$ cat src/rtl/traffic_pkg.sv
// Shared constants for the traffic controller slice: sensor conditioning defaults and
// the output-mode encodings used by the detector front end.
package traffic_pkg;

  localparam int unsigned DEBOUNCE_DEFAULT = 16;
  localparam int unsigned COUNT_W_DEFAULT  = 8;

  localparam int unsigned LATCH_LEVEL  = 0;
  localparam int unsigned LATCH_STICKY = 1;

endpackage

$ cat src/rtl/sensor_debounce.sv
// One detector channel: 2-flop synchronizer, counter debounce, rise detect,
// optional sticky request and a saturating arrival counter.
module sensor_debounce
  import traffic_pkg::*;
#(
  parameter int unsigned DEBOUNCE_CYCLES = DEBOUNCE_DEFAULT,
  parameter int unsigned LATCH_MODE      = LATCH_LEVEL,
  parameter int unsigned COUNT_W         = COUNT_W_DEFAULT
) (
  input  logic               clk,
  input  logic               reset_n,
  input  logic               raw_i,
  input  logic               clear_i,
  output logic               s_o,
  output logic [COUNT_W-1:0] count_o
);

  localparam int unsigned CntW = (DEBOUNCE_CYCLES > 1) ? $clog2(DEBOUNCE_CYCLES) : 1;
  localparam logic [CntW-1:0] CntMax = CntW'(DEBOUNCE_CYCLES - 1);

  logic               sync1_q, sync2_q;
  logic               stable_q;
  logic [CntW-1:0]    cnt_q;
  logic               req_q;
  logic [COUNT_W-1:0] count_q;
  logic               differ, at_max, rise;

  always_comb begin
    differ = sync2_q != stable_q;
    at_max = cnt_q == CntMax;
    // Only a change towards 1 that completes its debounce window counts as an arrival.
    rise   = differ & at_max & sync2_q;
  end

  always_ff @(posedge clk or negedge reset_n) begin
    if (!reset_n) begin
      sync1_q  <= 1'b0;
      sync2_q  <= 1'b0;
      stable_q <= 1'b0;
      cnt_q    <= '0;
      req_q    <= 1'b0;
      count_q  <= '0;
    end else begin
      sync1_q <= raw_i;
      sync2_q <= sync1_q;
      if (!differ) begin
        cnt_q <= '0;
      end else if (at_max) begin
        stable_q <= sync2_q;
        cnt_q    <= '0;
      end else begin
        cnt_q <= cnt_q + CntW'(1);
      end
      // Clear wins over a coincident rise: the road is already green.
      req_q <= (req_q | rise) & ~clear_i;
      if (rise && (count_q != '1)) begin
        count_q <= count_q + COUNT_W'(1);
      end
    end
  end

  assign s_o     = (LATCH_MODE == LATCH_STICKY) ? req_q : stable_q;
  assign count_o = count_q;

endmodule

$ cat src/rtl/traffic_sensor_conditioner.sv
// Conditions raw road A/B vehicle detectors into Sa/Sb for the traffic controller;
// two independent sensor_debounce channels, wiring only.
module traffic_sensor_conditioner
  import traffic_pkg::*;
#(
  parameter int unsigned DEBOUNCE_CYCLES = DEBOUNCE_DEFAULT,
  parameter int unsigned LATCH_MODE      = LATCH_LEVEL,
  parameter int unsigned COUNT_W         = COUNT_W_DEFAULT
) (
  input  logic               clk,
  input  logic               reset_n,
  input  logic               sa_raw,
  input  logic               sb_raw,
  input  logic               clear_a,
  input  logic               clear_b,
  output logic               Sa,
  output logic               Sb,
  output logic [COUNT_W-1:0] count_a,
  output logic [COUNT_W-1:0] count_b
);

  sensor_debounce #(
    .DEBOUNCE_CYCLES(DEBOUNCE_CYCLES),
    .LATCH_MODE     (LATCH_MODE),
    .COUNT_W        (COUNT_W)
  ) u_chan_a (
    .clk    (clk),
    .reset_n(reset_n),
    .raw_i  (sa_raw),
    .clear_i(clear_a),
    .s_o    (Sa),
    .count_o(count_a)
  );

  sensor_debounce #(
    .DEBOUNCE_CYCLES(DEBOUNCE_CYCLES),
    .LATCH_MODE     (LATCH_MODE),
    .COUNT_W        (COUNT_W)
  ) u_chan_b (
    .clk    (clk),
    .reset_n(reset_n),
    .raw_i  (sb_raw),
    .clear_i(clear_b),
    .s_o    (Sb),
    .count_o(count_b)
  );

endmodule

$ cat config.mk
export PLATFORM = sky130hd
export DESIGN_NAME = traffic_sensor_conditioner
export DESIGN_NICKNAME = d
export VERILOG_FILES = /design/src/rtl/traffic_pkg.sv /design/src/rtl/sensor_debounce.sv /design/src/rtl/traffic_sensor_conditioner.sv
export SDC_FILE = /design/constraint.sdc
export NUM_CORES = 1
export LEC_CHECK = 0
export ABC_AREA = 1
export CAP_MARGIN = 15
export CORE_ASPECT_RATIO = 2
export CORE_MARGIN = 3
export CORE_UTILIZATION = 45
export DETAILED_ROUTE_END_ITERATION = 8
export PLACE_DENSITY = 0.66
export SETUP_SLACK_MARGIN = 0.1
export SKIP_LAST_GASP = 1
export SLEW_MARGIN = 20
export SYNTH_ARGS = -nofsm -noshare
export SYNTH_HDL_FRONTEND = slang
export SYNTH_HIERARCHICAL = 1
export SYNTH_SLANG_ARGS = --single-unit
$ cat constraint.sdc
create_clock -name clk -period 1.5 [get_ports clk]
set_input_delay 0.3 -clock clk [delete_from_list [all_inputs] [get_ports clk]]
set_output_delay 0.3 -clock clk [all_outputs]
set_load 0.02 [all_outputs]
* After elaboration in Yosys (flattened, before gate mapping)
Index checks and enable logic that the tools add are counted.
** Storage, ports and cells
- Flip-flop bits (word level) :: 30
- Latch bits :: 0
- RAM bits :: 0
- ROM bits :: 0
- Output and inout bits :: 18
- Memories kept :: 0
** Cells by class
- Add/subtract/negate cells :: 4
- Multipliers :: 0
- Divide/modulo/power cells :: 0
- $lt $le $gt $ge :: 0
- Equal/unequal tests :: 6
- Shifts and indexed selects :: 0
- Muxes and demuxes :: 4
- Bitwise gates (word level) :: 4
- Reductions and logical operators :: 4
** Operator list (number)
- 8-bit by 1-bit adder with 8-bit output, second input constant :: 2
- 4-bit 2-to-1 mux :: 4
- 8-bit inequality test, second input constant :: 2
- 4-bit by 1-bit adder with 4-bit output, second input constant :: 2
- 4-bit equality test, second input constant :: 2
- 1-bit bitwise AND :: 4
- 2-bit AND reduction :: 2
- 1-bit logical AND :: 2
- 1-bit inequality test :: 2

* Depth between registers and ports, before layout
- Word-level depth :: 4
- Gate-level depth with buffers :: 8
- Mapped depth without buffers :: 8

* By module
The synthesis kept the hierarchy.
** Modules (own cells, without submodules)
- sensor_debounce :: instances 2, cells each 93, area each 794.5 µm², seq. area each 375.4 µm²

* Worst setup path after synthesis
OpenSTA, ideal clock, no wires.
- Kind :: flip-flop to flip-flop
- From :: register u_chan_a.count_q[0], in the netlist u_chan_a/count_o[0]
- To :: register u_chan_a.count_q[2], in the netlist u_chan_a/count_o[2]
- Library setup time :: 123 ps
- Arrival time :: 1228 ps
- Path slack :: 149 ps
- Cell stages (with the launch flop) :: 8
- Path buffers :: 0
- Cells stage by stage :: dfrtp_1 -> ha_1 -> nand3_1 -> clkinv_1 -> nand2_4 -> nand2_8 -> nand2_1 -> o21ai_1
** Between the ends
- Word-level cells in the longest chain between the ends :: 2
- Elaborated cells on any way between the ends :: 3
** Ends and longest elaborated chain
- from (decl) :: line sensor_debounce.sv:25 : logic [COUNT_W-1:0] count_q;
- from (signal assigned) :: line sensor_debounce.sv:57 : count_q <= count_q + COUNT_W'(1);
- parallel branches: the longest is 2 deep, another holds 8-bit by 1-bit adder with 8-bit output
Parallel ways; which one is timed is not known.
A chain may end at the register's enable or synchronous reset.

* Final worst setup path
- From :: register u_chan_a.count_q[0], in the netlist u_chan_a/count_o[0]
- To :: output port count_a[0]
** RTL lines
- to (decl) :: line traffic_sensor_conditioner.sv:18 : output logic [COUNT_W-1:0] count_a,
No word-level cell between the ends.

==> metrics.md <==
| Metric | Value |
|---|---|
| Ys async rst share | `100%` |
| Worst setup EP type | `primary output` |
| Avg Cell Area, Syn | `8.54 µm²` |
| Top cells by area, synth | `dfrtp_1 (47%), nand2_1 (15%), nand3_1 (5.0%), inv_1 (4.7%), nor2_1 (3.3%)` |
| Slew @ Worst Pin | `0.226 ns` |
| Total CTS buffers | `5` |
| Synth cell count leaders | `nand2_1 (62), dfrtp_1 (30), inv_1 (20), nand3_1 (16), nor2_1 (14)` |
| Layout area overhead | `26.0%` |
| Final hold vios | `0` |
| Count leader, synth | `nand2_1` |
| Hold_buf cts | `0` |
| Drt wl/cell | `12.0 µm` |
| Detailed Route WL | `3.05 mm` |
| Clk Latency, worst-skew pair | `0.28 ns` |
| Crit path buffers/inverters | `1` |
| Clock skew | `0.00601 ns` |
| Initial Util | `48.7%` |
| Slew headroom | `84.8%` |
| Flop2flop setup slack | `~0.21 ns` |
| Global-route wire length before repair | `about 5.4 mm` |
| Reg clk slew, reported paths | `roughly 0.060 ns` |
| Die Ht | `90.0 µm` |
| Crit path time final | `1.34 ns` |
| Yosys top cell by area | `dfrtp_1` |
| Synth Flop Type | `dfrtp_1` |
| Number of global-route vias before repair | `1284` |
| Via count | `1287` |
| Critical Path AT | `1.04 ns` |
| Final cell utilization of the core | `61.3%` |
| Mapped cell area | `1590 µm²` |
| Critical path's top delay family | `flip-flops` |
| Crit Path Category | `reg -> out` |
| Core ar. | `3270 µm²` |
| GRT overflow | `0` |
| Mapped Cells | `186` |
| Synth warn | `6` |
| Part of the cycle the worst path needs | `89.5%` |
| Clk sink count | `30` |
| RSZ-0062 raised after global routing | `yes` |
| Antenna cells | `0` |
| I/O Buffers | `21` |
| Post-route setup TNS | `0 ns` |
| #FFs+latches synth | `30` |
| Hpwl dp | `2.43 mm` |
| Run status | `finished clean` |
| ANT nets after route | `0` |
| Number of placement rows | `29` |
| Net count, final | `235` |
| First-pass iteration count of the detailed router | `4` |
| CP max-delay cell | `dfrtp_1` |
| Crit path cell chain | `dlygate4sd2_1` |
| Die area | `about 4300 µm²` |
| Startpoint Class | `flop` |
| Drt drc | `0` |
| Number of synthesized flops with an enable pin | `0` |
| Worst-path maximum fanout | `5` |
| CTS H-Tree Depth | `2` |
| GP Congestion | `about 0.81` |
| Root Buffer | `clkbuf_8` |
| CTS tree | `built` |
| Final-report setup violation count | `0` |
| Pin count of the biggest net entering global routing | `31` |
| FMAX | `745 MHz` |
| Overall global routing resource usage | `17.2%` |
| Pwr dens | `764 nW/µm²` |
| Post-synth cell types | `22` |
| CP Data Required Time | `approximately 1.2 ns` |
| Die width | `48.0 µm` |
| VDD IR max | `0.631 mV` |
| Max clock buf depth | `2` |
| Drt via density | `just over 5` |
| Leakage | `slightly above 1 nW` |
| Sequential fraction of the synthesis area | `between 40 and 50%` |
| Post-Syn Nets | `196` |
| Initial DRC count | `32` |
| Initial antenna violation count | `0` |
| Share of layout cells above drive strength 1 | `between 15 and 20%` |
| Slowest Stage Delay on Critical Path | `0.41 ns` |
| # IOs | `24` |
| Final Max Tran Viols | `0` |
| Top cell type's share of synthesized area | `47.2%` |
| Hold WC Path Type | `reg -> reg` |
| Max Cap Viol | `0` |
-- stage by stage --
| stage | std cells | total power [W] | worst slack [ns] | hold WS, ns | area (µm²) |
|---|---|---|---|---|---|
| floorplan | 186 | 0.000886 | 0.149 | 0.00441 | 1590 |
| global placement | 248 | 0.000920 | 0.161 | 0.334 | 1930 |
| detailed placement | 248 | 0.000926 | 0.129 | 0.341 | 1930 |
| CTS | 254 | 0.00156 | 0.112 | 0.357 | 1990 |
| global route | 255 | 0.00161 | 0.0949 | 0.366 | 2000 |
| finish | 255 | 0.00153 | 0.157 | 0.353 | 2000 |
-- report_power, final --
part           leakage (nW)   total, W  switching [W]  internal [W]
Combinational         0.593  0.0000650      0.0000376     0.0000273
Clock                0.0431   0.000622       0.000269      0.000353
Sequential            0.403   0.000843      0.0000150      0.000828
Total                  1.04    0.00153       0.000322       0.00121
-- final cells by class --
| type | instances | area [µm²] |
|---|---|---|
| clock buffers | 6 | 82.6 |
| repair buffers | 32 | 285 |
| inverters | 26 | 103 |
| multi-input cells | 130 | 741 |
| flip-flops and latches | 30 | 752 |
| fillers | 303 | 1260 |
| well taps | 31 | 38.8 |
-- sequential cells by signal, indices dropped and copies added, names as in the netlist --
register / cells
u_chan_a/sync2_q: 1
u_chan_a/count_o: 8
u_chan_b/sync1_q: 1
u_chan_b/count_o: 8
u_chan_a/s_o: 1
u_chan_b/s_o: 1
u_chan_a/cnt_q: 4
u_chan_a/sync1_q: 1
u_chan_b/cnt_q: 4
u_chan_b/sync2_q: 1
-- routing by layer --
layer	vias up	global-route usage [%]	share of wire, %	wire length (µm)
met1	604	17.4	36	1080
met2	24	29.5	59	1790
met3	6	5.40	3.9	120
met5	-	0	0	0
li1	653	-	-	-
met4	0	7.42	1.8	54
-- cells in the final DEF (no fill, tap or decap), drive strengths merged --
cell,synthesis,layout
inv,24,25
a21oi,2,2
nand4,4,4
or2,2,2
clkdlybuf4s15,0,2
buf,0,11
nand2,66,66
nand3,18,18
clkbuf,0,6
ha,4,4
clkdlybuf4s50,0,3
nor2,20,20
clkinv,2,1
xnor2,4,4
xor2,4,4
dlygate4sd2,0,16
dfrtp,30,30
o21ai,6,6
-- logic make-up after synthesis --
logic type | share of synthesized area [%]
flops | 47.2
simple gates | 36.2
xor+xnor | 4.41
compound gates | 2.52
fa+ha+maj | 3.15
buf+inv | 6.46
-- final timing paths --
check / cells after the start / end / from
worst max-delay path: 1 / count_a[0] / u_chan_a/count_o[0]
worst min-delay path: 0 / u_chan_a/sync2_q / u_chan_a/sync1_q
worst max register to register: 7 / u_chan_b/count_o[3] / u_chan_b/count_o[0]
worst min register to register: 0 / u_chan_a/sync2_q / u_chan_a/sync1_q
max in group asynchronous: 2 / u_chan_b/count_o[0] / reset_n
min in group asynchronous: 2 / u_chan_b/count_o[5] / reset_n
-- what timing repair did --
action	CTS	global route
resized for setup	18	6
setup endpoints to repair	18	17
buffers inserted	0	1
(Power assumes the default switching activity.)
